File: src/rtl/note_player.sv
// note_player: square-wave note sequencer; define NOTE_PLAYER_GAP_EN to insert a one-tick GAP after each note
module note_player #(
  parameter int TICK_DIV = 1000,
  parameter int HP_BASE  = 64,
  parameter int HP_STEP  = 8
) (
  input  logic       clk,
  input  logic       rst_n,
  input  logic       in_valid,
  input  logic [3:0] in_pitch,
  input  logic [3:0] in_dur,
  output logic       in_ready,
  output logic       audio_out,
  output logic       busy,
  output logic       done
);
  localparam int CW = 20;
  localparam int HW = $clog2(HP_BASE + 14 * HP_STEP + 1);
  typedef enum logic [1:0] {IDLE, PLAY, GAP} state_t;
`ifdef NOTE_PLAYER_GAP_EN
  localparam state_t POST = GAP;
`else
  localparam state_t POST = IDLE;
`endif
  state_t        r_state, w_next;
  logic [CW-1:0] r_cnt, w_cnt;
  logic [HW-1:0] r_ph, w_ph, r_hp;
  logic          r_tone, r_audio, r_done, r_ready;
  logic          w_acc, w_load, w_end, w_wrap, w_audio, w_done;
  assign w_acc     = in_valid & r_ready;
  assign w_load    = (r_state == IDLE) & w_acc;
  assign w_end     = (r_cnt == '0);
  assign w_wrap    = (r_ph == r_hp - HW'(1));
  assign in_ready  = r_ready;
  assign audio_out = r_audio;
  assign done      = r_done;
  assign busy      = (r_state != IDLE);
  // state register
  always_ff @(posedge clk or negedge rst_n)
    if (!rst_n) r_state <= IDLE;
    else r_state <= w_next;
  // next-state: zero-length notes skip PLAY; PLAY/GAP end when the remaining-cycle counter hits zero
  always_comb
    w_next = (r_state == IDLE) ? (w_acc ? (in_dur == 4'd0 ? POST : PLAY) : IDLE) :
             (r_state == PLAY) ? (w_end ? POST : PLAY) :
             (w_end ? IDLE : GAP);
  // next values of counters and registered outputs; r_cnt holds cycles remaining after the current one
  always_comb begin
    w_cnt   = (w_load && in_dur != 4'd0) ? CW'(in_dur) * CW'(TICK_DIV) - CW'(1) :
              (w_next == GAP && r_state != GAP) ? CW'(TICK_DIV - 1) :
              w_end ? '0 : r_cnt - CW'(1);
    w_ph    = (r_state == PLAY && !w_wrap) ? r_ph + HW'(1) : '0;
    w_audio = (w_load && in_dur != 4'd0) ? (in_pitch != 4'd0) :
              (r_state == PLAY && !w_end) ? r_audio ^ (r_tone & w_wrap) : 1'b0;
    w_done  = (r_state == PLAY && w_end) || (w_load && in_dur == 4'd0);
  end
  // datapath and output registers; the note is captured on accept
  always_ff @(posedge clk or negedge rst_n)
    if (!rst_n) begin
      r_cnt   <= '0;
      r_ph    <= '0;
      r_hp    <= '0;
      r_tone  <= 1'b0;
      r_audio <= 1'b0;
      r_done  <= 1'b0;
      r_ready <= 1'b1;
    end else begin
      r_cnt   <= w_cnt;
      r_ph    <= w_ph;
      r_audio <= w_audio;
      r_done  <= w_done;
      r_ready <= (w_next == IDLE);
      if (w_load) begin
        r_hp   <= HW'(HP_BASE + (int'(in_pitch) - 1) * HP_STEP);
        r_tone <= (in_pitch != 4'd0);
      end
    end
endmodule

File: config.mk
export PLATFORM = sky130hd
export DESIGN_NAME = note_player
export DESIGN_NICKNAME = d
export VERILOG_FILES = /design/src/rtl/note_player.sv
export SDC_FILE = /design/constraint.sdc
export NUM_CORES = 1
export LEC_CHECK = 0
export BUFFER_PORTS_ARGS = -buffer_cell sky130_fd_sc_hd__buf_2
export CORE_MARGIN = 3
export CORE_UTILIZATION = 56
export DETAILED_ROUTE_END_ITERATION = 8
export PLACE_DENSITY = 0.77
export SYNTH_ARGS = -nofsm -noshare
export SYNTH_HDL_FRONTEND = slang
export SYNTH_SLANG_ARGS = --single-unit
export TNS_END_PERCENT = 50
File: constraint.sdc
create_clock -name clk -period 1.8 [get_ports clk]
set_input_delay 0.36 -clock clk [delete_from_list [all_inputs] [get_ports clk]]
set_output_delay 0.36 -clock clk [all_outputs]
set_load 0.01 [all_outputs]
# Word level (Yosys, flattened, before mapping)
# Index checks and enable logic that the tools add are counted.
dict set report word_totals {
  output_inout_bits 4
  word_cells 51
  inputBits 11
  regBits 42
}
dict set report op_classes {
  n_mux 12
  reduce_logical 16
  add_sub_neg 6
  multipliers 1
  n_bitwise 4
  n_eq_ne 4
}
# op count
set op_table {}
lappend op_table {{two-way mux 20 bit} 3}
lappend op_table {{logical NOT 20 bit} 1}
lappend op_table {{subtractor 20 x 1 -> 20 bit, second input constant} 1}
lappend op_table {{subtractor 14 x 1 -> 15 bit, second input constant} 1}
lappend op_table {{multiplier 4 x 7 -> 11 bit, second input constant} 1}
lappend op_table {{adder 8 x 1 -> 8 bit, second input constant} 1}
lappend op_table {{adder 8 bit, first input constant} 1}
lappend op_table {{== test 8 bit} 1}
lappend op_table {{two-way mux 8 bit} 1}
lappend op_table {{nonzero test 4 bit} 2}
lappend op_table {{subtractor 8 x 1 -> 8 bit, second input constant} 1}
lappend op_table {{logical AND 1 bit} 6}
lappend op_table {{two-way mux 2 bit} 3}
lappend op_table {{two-way mux 1 bit} 5}
lappend op_table {{subtractor 4 x 1 -> 5 bit, second input constant} 1}
lappend op_table {{logical NOT 2 bit} 2}
lappend op_table {{logical NOT 4 bit} 1}
lappend op_table {{bitwise AND 1 bit} 3}
lappend op_table {{== test 2 x 1 -> 1 bit, second input constant} 1}
lappend op_table {{== test 2 bit, second input constant} 1}
lappend op_table {{logical NOT 1 bit} 2}
lappend op_table {{inequality test 2 bit, second input constant} 1}
lappend op_table {{nonzero test 2 bit} 1}
lappend op_table {{logical OR 1 bit} 1}
lappend op_table {{XOR 1 bit} 1}

# Logic depth before layout (Yosys ltp)
dict set report logic_depth {
  ltp_word 8
  mapped_depth 11
  mapped_depth_nobuf 11
}

# Least setup slack after synthesis
# No wires, ideal clock.
dict set report synth_timing {
  kind {input to register}
  from {input port in_dur[1]}
  to {register r_cnt[12]}
  t_arrival_ns 3.088
  n_path_buf 0
  stages 10
  path_slack_ns -1.357
  required_ns 1.731
  setup_ns 0.069
  path_cell_list {fa_1 inv_1 fa_1 inv_1 ha_1 a21oi_1 mux2_1 a32o_1 a211o_1 nand3_1}
}
dict set report synth_via {
  elab_chain_len 8
  word_cells_on_any_way 12
  cone_classes {1 x add/sub; 1 x mul; 1 x eq/ne; 5 x mux; 4 x reduce/logical}
}
# item line_no
set synth_rtl {}
lappend synth_rtl {{start, declared} 11} ;# input logic [3:0] in_dur,
lappend synth_rtl {{parallel branches: the longest is 7 deep, another holds subtractor 14 x 1 -> 15 bit} n/a}
lappend synth_rtl {{two-way mux 20 bit *} 49} ;# w_cnt = (w_load && in_dur != 4'd0) ? CW'(in_dur) * CW'(TICK_DIV) - CW'(1) :
lappend synth_rtl {{net w_cnt[12]} 26} ;# logic [CW-1:0] r_cnt, w_cnt;
lappend synth_rtl {{end signal, assigned} 68} ;# r_cnt <= w_cnt;
lappend synth_rtl {{end, declared} 26}
# Mark *: on every way through the listed nets, which the timed path passes.
# A chain may end at the register's enable or synchronous reset.

# Worst setup path in the final report
dict set report layout_timing {
  from {input port in_dur[3]}
  to {register r_cnt[13]}
}
# The elaborated chain is that of the path after synthesis.

==> flow_summary.toml <==
[outcome]
status = "complete, but fails checks"
violations = "setup timing"

[clocking]
numCtsBuffers = 5
cts_tree = "done"
cts.htree.levels = 2
cts_num_sinks = 39
clock-root-buffer = "clkbuf_8"
clockBufferDepth = 2
clk_latency_ps = 300
clk_pin_slew_worst_paths_ps = 80

[setup_path]
worst_setup_path_start_kind = "input pin"
critPathArrivalTime_ps = 3210
required_ps = 2030
cp-end-kind = "flip-flop"
path_class = "in -> reg"
crit_fanout = 5

[synth]
ys_ff_latch = 39
seq_area_frac_synth = 0.335
yosysWarnings = 0
syn_inst = 323
avgSynthCellArea_sq_um = 9.03
yosys-top-cells-area = "dfrtp_1 (33%), ha_1 (8.6%), xnor2_1 (5.1%)"
synth_fp_nets = 361
synth_top_flop_cell = "dfrtp_1"
netlist.area_leader.share = 0.326
synthArstFlopShare = 1.00
synth_edf_count = 0
netlist_area_sq_um = 2920
synth.distinct_cells = 55
yosys.area.top_type = "dfrtp_1"

[placement]
post-place-ws_ps = -1500
dp_cells = 458
place_area_sq_um = 3540
gp_congestion = 0.816
place_hpwl_um = 5420
port_buffers = 14

[pwr]
p_leak_nw = 1.84
power.total_mw = 2.65
internal_power_mw = 1.82
swShare = 0.311
p_per_area_nw_per_um2 = 671
max-vdd-ir-drop_v = 0.000433
p_seq_frac = 0.331
netSwitchingPower_mw = 0.824
power_frac_clock = 0.294
combPwrFrac = 0.376

[sta]
slew_violations = 0
post-route-min-period_ps = 2980
worst_pin_slew_ps = 430
final.period_utilization = 1.66
finalHoldViolCount = 0
rsz0062_at_grt = "yes"
finalSetupViolations = 13
max_freq_mhz = 335
worst_slack_ps = -1180
maxSlewHeadroom = 0.711
fin_skew_ps = 10.9
holdWs_ps = 300

[floorplan]
die_h_um = 78.2
initial_core_util = 0.598
rows = 25
die_w_um = 78.2
die_area_sq_um = 6110
core_sq_um = 4880
ios = 15

[global_route]
grt_pass1_wl_um = 12500
grt_use_total = 0.259
grt-ovfl-total = 0
antenna_found_initial = 0
grt_pass1_vias = 2702
grt_max_degree = 20

[routing]
wl_per_cell_um = 16.8
drtPass1Iterations = 5
drt-total-wl_um = 7940
vias = 2749
drt-initial-drc-count = 184
ant_nets = 0
route.detailed.drc = 0
viasPerCell = 5.81

[cells_and_area]
multiInputGateArea_sq_um = 2060
drive_gt1_frac = 0.323
final_cells = 473
final_cell_mix = "buf_4 (61), dfrtp_1 (38), nor2_1 (28)"
nFillCells = 302
seqCellArea_sq_um = 977
diodes = 0
mostFrequentLayoutCell = "buf_4"
stdcell_area_sq_um = 3940
syn_to_final_growth_pct = 35.2
final_net_count = 443

[min_path]
hold_path.class = "in -> reg"

[run]
drv_cap = 0
==> worst max-delay path: stages <==
cell	delay, ps
buf_6	100
fa_1	580
inv_2	70
fa_1	500
inv_2	50
ha_4	280
and2b_2	190
o21ai_4	70
a2111o_1	420
o211a_4	170
a311o_1	350
nand3_1	70
==> metrics by stage <==
stage                util  TNS, ps
floorplan               -   -13680
global placement    0.726   -17030
detailed placement  0.726   -18460
CTS                 0.778   -12930
global route        0.808   -14440
finish              0.808   -12940
==> cell type report <==
cell class | count | area share
clock inverter | 2 | 0.00984
multi-input combinational | 253 | 0.522
sequential | 39 | 0.248
inverter | 26 | 0.0247
tap | 67 | 0.0213
clock buffer | 6 | 0.0209
timing repair buffer | 80 | 0.154
==> sequential cells by signal (all words and copies together), names as in the netlist <==
| name | count |
|---|---|
| r_tone | 1 |
| r_hp | 5 |
| r_state | 2 |
| done | 1 |
| r_cnt | 20 |
| r_ph | 8 |
| audio_out | 1 |
| in_ready | 1 |
==> power groups by stage <==
stage	registers, mW	clock network (mW)	logic (mW)
2_1_floorplan	0.893	0	0.481
3_3_place_gp	0.893	0	0.752
3_5_place_dp	0.893	0	0.784
4_1_cts	0.875	0.787	0.827
5_1_grt	0.875	0.831	1.06
6_report	0.875	0.778	0.995
==> final timing paths <==
| check | from | to | slack [ps] | cells after the start |
|---|---|---|---|---|
| max in group asynchronous | rst_n | in_ready | 760 | 3 |
| min | in_pitch[0] | r_hp[3] | 300 | 2 |
| min reg2reg | r_ph[0] | r_ph[0] | 460 | 1 |
| max | in_dur[3] | r_cnt[13] | -1180 | 12 |
| min in group asynchronous | rst_n | r_ph[4] | 470 | 2 |
| max reg2reg | r_state[0] | r_cnt[17] | -110 | 7 |
==> logic make-up after synthesis <==
logic type,count (synthesis),share of synthesized area
AOI/OAI and AO/OA,70,0.161
xor gates and xnor gates,34,0.102
adders and majority gates,27,0.134
buffers and inverters,31,0.0399
DFF,39,0.335
muxes,3,0.0107
and+or+nand+nor,119,0.217
==> timing repair <==
item | CTS | global route
endpoints found under the setup margin | 18 | 27
pin swaps | 10 | 16
hold buffers | 1 | 0
resized for setup | 20 | 25
hold endpoints to repair | 11 | 0
setup buffers | 1 | 5
==> Yosys cell counts, drive strengths merged, types with 2 or more instances <==
master / instances
o31a: 2
a21oi: 13
xnor2: 17
xor2: 17
a211oi: 2
a2111oi: 2
o21ai: 21
inv: 26
nand4: 7
and2: 4
o22ai: 8
clkbuf: 5
o31ai: 3
a21o: 6
nor4: 8
o211a: 2
nor2b: 2
and4: 3
mux2i: 2
dfrtp: 38
nor2: 28
ha: 20
or3: 2
or4: 2
nand2b: 7
nand2: 22
and3: 4
nand3: 16
nor3: 10
fa: 7
or2: 2
==> per-layer routing <==
layer	vias to the layer above	global-route usage	part of all wire
li1	1310	-	-
met1	1340	0.322	0.42
met2	80	0.467	0.52
met3	19	0.0321	0.040
met4	0	0.0857	0.024
met5	-	0	0
Note: power is estimated with default switching activity, not from simulation.
